==> config.mk <==
export PLATFORM = sky130hd
export DESIGN_NAME = sbox_round_scheduler_flat
export DESIGN_NICKNAME = d
export VERILOG_FILES = /design/src/rtl/sbox_round_scheduler_if.sv /design/src/rtl/sbox_round_scheduler.sv /design/src/flat_wrapper.sv
export SDC_FILE = /design/constraint.sdc
export NUM_CORES = 1
export LEC_CHECK = 0
export CORE_MARGIN = 1.5
export CORE_UTILIZATION = 45
export CTS_BUF_LIST = sky130_fd_sc_hd__clkbuf_2 sky130_fd_sc_hd__clkbuf_4 sky130_fd_sc_hd__clkbuf_8
export DETAILED_ROUTE_END_ITERATION = 7
export DONT_BUFFER_PORTS = 1
export GPL_TIMING_DRIVEN = 0
export PLACE_DENSITY = 0.59
export SLEW_MARGIN = 20
export SYNTH_ARGS = -nofsm -noshare
export SYNTH_HDL_FRONTEND = slang
export SYNTH_SLANG_ARGS = --single-unit
==> constraint.sdc <==
create_clock -name clk -period 9.79 [get_ports clk]
set_clock_uncertainty 0.2 [all_clocks]
set_input_delay 2.937 -clock clk [delete_from_list [all_inputs] [get_ports clk]]
set_output_delay 2.937 -clock clk [all_outputs]
set_load 0.1 [all_outputs]
==> src/rtl/sbox_round_scheduler_if.sv <==
// rtl/sbox_round_scheduler_if.sv - input word, shared S-box lookup port and packed output bundle
interface sbox_round_scheduler_if #(
  parameter int NUM_BOXES = 8,
  parameter int SB_IN_W   = 6,
  parameter int SB_OUT_W  = 4
);
  logic                          in_valid;
  logic                          in_ready;
  logic [NUM_BOXES*SB_IN_W-1:0]  in_data;
  logic [2:0]                    sb_sel;
  logic [SB_IN_W-1:0]            sb_in;
  logic [SB_OUT_W-1:0]           sb_out;
  logic                          out_valid;
  logic                          out_ready;
  logic [NUM_BOXES*SB_OUT_W-1:0] out_data;
  logic                          busy;

  modport slave (
    input  in_valid, in_data, sb_out, out_ready,
    output in_ready, sb_sel, sb_in, out_valid, out_data, busy
  );

  modport master (
    output in_valid, in_data, sb_out, out_ready,
    input  in_ready, sb_sel, sb_in, out_valid, out_data, busy
  );
endinterface

==> src/rtl/sbox_round_scheduler.sv <==
// rtl/sbox_round_scheduler.sv - eight DES S-box lookups over one shared port; SBOX_PIPE_EN registers sb_out
module sbox_round_scheduler #(
  parameter int NUM_BOXES = 8,
  parameter int SB_IN_W   = 6,
  parameter int SB_OUT_W  = 4
) (
  input logic                   clk,
  input logic                   rst,
  sbox_round_scheduler_if.slave bus
);
  localparam int IN_W  = NUM_BOXES * SB_IN_W;
  localparam int OUT_W = NUM_BOXES * SB_OUT_W;

  localparam logic [1:0] IDLE   = 2'd0;
  localparam logic [1:0] LOOKUP = 2'd1;
  localparam logic [1:0] DONE   = 2'd2;
  localparam logic [2:0] LAST_K = 3'(NUM_BOXES - 1);

  logic [1:0]          state;
  logic [2:0]          k;
  logic [IN_W-1:0]     word;
  logic [OUT_W-1:0]    acc;
  logic [2:0]          sb_sel_q;
  logic [SB_IN_W-1:0]  sb_in_q;
  logic                capture;
  logic                finish;
  logic [SB_OUT_W-1:0] nibble;

`ifdef SBOX_PIPE_EN
  // Result of index k lands in sb_q one edge after issue; one extra drain cycle collects the last one.
  logic [SB_OUT_W-1:0] sb_q;
  logic                wr_en;
  logic                drain;

  always_ff @(posedge clk or posedge rst) begin
    if (rst) begin
      sb_q  <= '0;
      wr_en <= 1'b0;
      drain <= 1'b0;
    end else begin
      sb_q  <= bus.sb_out;
      wr_en <= (state == LOOKUP) && !drain;
      drain <= (state == LOOKUP) && !drain && (k == LAST_K);
    end
  end

  assign capture = wr_en;
  assign nibble  = sb_q;
  assign finish  = drain;
`else
  assign capture = (state == LOOKUP);
  assign nibble  = bus.sb_out;
  assign finish  = (k == LAST_K);
`endif

  always_ff @(posedge clk or posedge rst) begin
    if (rst) begin
      state    <= IDLE;
      k        <= '0;
      word     <= '0;
      acc      <= '0;
      sb_sel_q <= '0;
      sb_in_q  <= '0;
    end else begin
      // Shifting in from the bottom leaves S1's nibble in the top bits after eight captures.
      if (capture) begin
        acc <= {acc[OUT_W-SB_OUT_W-1:0], nibble};
      end
      case (state)
        IDLE: begin
          if (bus.in_valid) begin
            state    <= LOOKUP;
            k        <= '0;
            acc      <= '0;
            sb_sel_q <= '0;
            sb_in_q  <= bus.in_data[IN_W-1 -: SB_IN_W];
            word     <= bus.in_data << SB_IN_W;
          end
        end
        LOOKUP: begin
          if (finish) begin
            state <= DONE;
            k     <= '0;
          end else if (k != LAST_K) begin
            k        <= k + 3'd1;
            sb_sel_q <= k + 3'd1;
            sb_in_q  <= word[IN_W-1 -: SB_IN_W];
            word     <= word << SB_IN_W;
          end
        end
        DONE: begin
          if (bus.out_ready) begin
            state <= IDLE;
          end
        end
        default: state <= IDLE;
      endcase
    end
  end

  assign bus.in_ready  = (state == IDLE);
  assign bus.out_valid = (state == DONE);
  assign bus.out_data  = acc;
  assign bus.busy      = (state != IDLE);
  assign bus.sb_sel    = sb_sel_q;
  assign bus.sb_in     = sb_in_q;
endmodule

==> src/flat_wrapper.sv <==
// flat-port wrapper written by rule: the top's interface ports become plain ports
module sbox_round_scheduler_flat 
#(
  parameter int NUM_BOXES = 8,
  parameter int SB_IN_W   = 6,
  parameter int SB_OUT_W  = 4
)
  (clk, rst, bus_in_valid, bus_in_data, bus_sb_out, bus_out_ready, bus_in_ready, bus_sb_sel, bus_sb_in, bus_out_valid, bus_out_data, bus_busy);
  sbox_round_scheduler_if #(.NUM_BOXES(NUM_BOXES), .SB_IN_W(SB_IN_W), .SB_OUT_W(SB_OUT_W)) bus_i ();
  input logic clk;
  input logic rst;
  input wire logic [$bits(bus_i.in_valid)-1:0] bus_in_valid;
  input wire logic [$bits(bus_i.in_data)-1:0] bus_in_data;
  input wire logic [$bits(bus_i.sb_out)-1:0] bus_sb_out;
  input wire logic [$bits(bus_i.out_ready)-1:0] bus_out_ready;
  output wire logic [$bits(bus_i.in_ready)-1:0] bus_in_ready;
  output wire logic [$bits(bus_i.sb_sel)-1:0] bus_sb_sel;
  output wire logic [$bits(bus_i.sb_in)-1:0] bus_sb_in;
  output wire logic [$bits(bus_i.out_valid)-1:0] bus_out_valid;
  output wire logic [$bits(bus_i.out_data)-1:0] bus_out_data;
  output wire logic [$bits(bus_i.busy)-1:0] bus_busy;
  assign bus_i.in_valid = bus_in_valid;
  assign bus_i.in_data = bus_in_data;
  assign bus_i.sb_out = bus_sb_out;
  assign bus_i.out_ready = bus_out_ready;
  assign bus_in_ready = bus_i.in_ready;
  assign bus_sb_sel = bus_i.sb_sel;
  assign bus_sb_in = bus_i.sb_in;
  assign bus_out_valid = bus_i.out_valid;
  assign bus_out_data = bus_i.out_data;
  assign bus_busy = bus_i.busy;
  sbox_round_scheduler #(.NUM_BOXES(NUM_BOXES), .SB_IN_W(SB_IN_W), .SB_OUT_W(SB_OUT_W)) u_core (.clk(clk), .rst(rst), .bus(bus_i));
endmodule
==> flow_metrics.py <==
metrics = {
    "yosys": {
        "async_flop_share_pct": 100,
        "syn_area_sq_um": 4220,
        "synth_ff_type": "dfrtp_1",
        "synth_top_area_cell": "dfrtp_1",
        "synth_warnings": 0,
        "synth_top_area_share_pct": 52.2,
        "synth-edff-count": 0,
        "syn_area_per_cell_sq_um": 15.1,
        "ys_ff_latch": 88,
        "ys_types": 21,
        "synth.area.top_cells": "dfrtp_1 (52%), mux2_4 (29%), a22o_1 (7.1%)",
        "syn_inst": 280,
        "synth-seq-area-share_pct": 52.2,
        "synth_fp_nets": 338,
    },
    "sta": {
        "tns_ps": 0,
        "max_freq_ghz": 0.184,
        "finalSetupViolCount": 0,
        "max_slew_margin_pct": 36.2,
        "slew_violations": 0,
        "final.min_clock_period_ps": 5430,
        "post-route-period-util_pct": 55.5,
        "holdWs_ps": 300,
        "rsz0062_at_grt": "false",
        "finalHoldViolCount": 0,
        "max_slew.worst_pin.slew_ps": 956,
    },
    "global_routing": {
        "grt_pass1_vias": 2282,
        "gr-total-overflow": 0,
        "grt_pass1_wl_um": 12000,
        "grt_usage_pct": 15.6,
        "grt_max_degree": 53,
        "antenna_found_initial": 0,
    },
    "worst_setup_path": {
        "r2r_start": "u_core.k[0]$_DFFE_PP0P_",
        "crit_required_ps": 6650,
        "ff2ff_setup_slack_ps": 7410,
        "reg2reg_to": "u_core.bus.sb_in[3]$_DFFE_PP0P_",
        "critPathLaunchType": "flop",
        "critPathArrivalTime_ps": 2290,
        "critPathKind": "reg -> out",
        "reg2reg_depth": 8,
        "worstSetupEndpointType": "primary output",
        "cp_max_fo": 10,
    },
    "worst_hold_path": {
        "min_to": "u_core.k[2]$_DFFE_PP0P_",
        "worstHoldPathType": "reg -> reg",
        "min-delay-start": "u_core.k[2]$_DFFE_PP0P_",
        "min_path_cells": 2,
    },
    "final_layout": {
        "num_antenna_cells": 0,
        "drive_above_1_share_pct": 40.9,
        "syn2layout_area_growth_pct": 11.1,
        "finalNetCount": 352,
        "fill_cells": 779,
        "fin_cells": 409,
    },
    "floorplan": {
        "die_y_um": 99.8,
        "start_util_pct": 46.1,
        "die_w_um": 99.8,
        "ios": 100,
        "dieArea_sq_um": 9960,
        "core_region_area_sq_um": 9150,
        "num_rows": 35,
    },
    "clock_tree": {
        "cts_tree": "done",
        "cts_root_buf": "clkbuf_8",
        "hold_buffers": 0,
        "cts_buffer_depth": 2,
        "clk_pin_slew_ps": 80,
        "cts_buffers": 9,
        "numClockSinks": 88,
        "cts_setup_buffers": 0,
        "clk_latency_ps": 350,
        "h-tree-depth": 3,
        "cts_resized": 0,
    },
    "route": {
        "vias": 2227,
        "vias_per_cell": 5.44,
        "routedWlPerCell_um": 18.9,
        "firstDrtPassIters": 4,
        "routed_wl_um": 7730,
        "ant_nets": 0,
        "drc": 0,
        "drt-initial-drc-count": 45,
    },
    "place": {
        "dp.cells": 394,
        "place.gp.congestion": 0.682,
        "port-buffer-count": 0,
        "hpwl_um": 5390,
    },
    "status": {
        "status": "complete, no violations",
    },
    "run": {
        "maxCapViolCount": 0,
    },
}
## how the worst max path moves through the flow
stage,startpoint,endpoint,slack [ps],depth (start not counted)
finish,u_core.state[0]$_DFFE_PP0P_,bus_in_ready,4360,3
global route,u_core.state[0]$_DFFE_PP0P_,bus_in_ready,4260,3
CTS,u_core.state[0]$_DFFE_PP0P_,bus_in_ready,4340,3
global placement,rst,u_core.word[7]$_DFFE_PP0P_,3330,1
detailed placement,u_core.state[0]$_DFFE_PP0P_,bus_in_ready,4730,3
floorplan,rst,u_core.bus.out_data[0]$_DFF_PP0_,4370,1
## flip-flops by register name (all words and copies together), names as in the netlist
register	cells
u_core.word	42
u_core.k	3
u_core.bus.sb_in	6
u_core.bus.out_data	32
u_core.bus.sb_sel	3
u_core.state	2
## synthesized netlist by cell type (3+ instances only)
cell	n
a21oi_1	6
nor2b_1	9
mux2_2	3
inv_1	3
mux2_4	81
o21ai_0	11
nand2_1	14
dfrtp_1	88
buf_2	6
clkbuf_1	4
buf_6	10
a22o_1	34
## critical path: stages, from the launching register on
cell,delay [ps]
dfrtp_1,460
clkbuf_1,240
or2_2,560
inv_1,690
## metrics by stage
| step | util, % | instance area, sq um | worst slack (ps) |
|---|---|---|---|
| 2_1_floorplan | - | 4220 | 4370 |
| 3_3_place_gp | 47.6 | 4360 | 3330 |
| 3_5_place_dp | 48.3 | 4420 | 4730 |
| 4_1_cts | 51.2 | 4690 | 4340 |
| 5_1_grt | 51.2 | 4690 | 4260 |
| 6_report | 51.2 | 4690 | 4360 |
## placed cells by master (no fill, tap or decap)
| cell | count |
|---|---|
| ha_1 | 2 |
| a22o_1 | 34 |
| inv_1 | 2 |
| o21bai_2 | 1 |
| dfrtp_1 | 88 |
| mux2_4 | 81 |
| mux2_2 | 3 |
| a32o_1 | 1 |
| clkinv_4 | 1 |
| clkbuf_1 | 4 |
| nand2_1 | 14 |
| nor2_1 | 1 |
| buf_2 | 6 |
| o21ai_0 | 11 |
| buf_6 | 10 |
| a21o_1 | 1 |
| nor2b_1 | 8 |
| nor2b_2 | 1 |
| inv_4 | 1 |
| o31ai_1 | 1 |
| buf_16 | 2 |
| or2_2 | 1 |
| bufinv_16 | 4 |
| a21oi_1 | 6 |
| nand2b_1 | 2 |
| clkbuf_8 | 10 |
| nor2_8 | 1 |
| buf_1 | 1 |
## layer usage
layer | routed length, um | track usage [%] | part of all wire, %
met5 | 0 | 0 | 0
met4 | 70 | 4.88 | 0.91
met3 | 384 | 5.43 | 5.0
met2 | 3490 | 23.1 | 45
met1 | 3780 | 21.7 | 49
## logic make-up after synthesis
| family | Yosys count | share of synthesized area, % |
|---|---|---|
| flops | 88 | 52.2 |
| mux | 84 | 29.6 |
| compound gates | 55 | 9.94 |
| simple gates | 28 | 3.59 |
| buf+inv | 23 | 4.01 |
| fa+ha+maj | 2 | 0.593 |
## area by class of cell
cell class | count | area, sq um | share of cell area [%]
clock buffer | 10 | 138 | 2.94
tap | 111 | 139 | 2.96
multi-input combinational | 169 | 1850 | 39.4
inverter | 3 | 13.8 | 0.294
clock inverter | 5 | 129 | 2.75
timing repair buffer | 3 | 58.8 | 1.26
buffer | 20 | 158 | 3.36
sequential | 88 | 2200 | 47.0
Power is not shown: default switching activity piles up to over one toggle a cycle in this logic, so the estimate is an artifact.
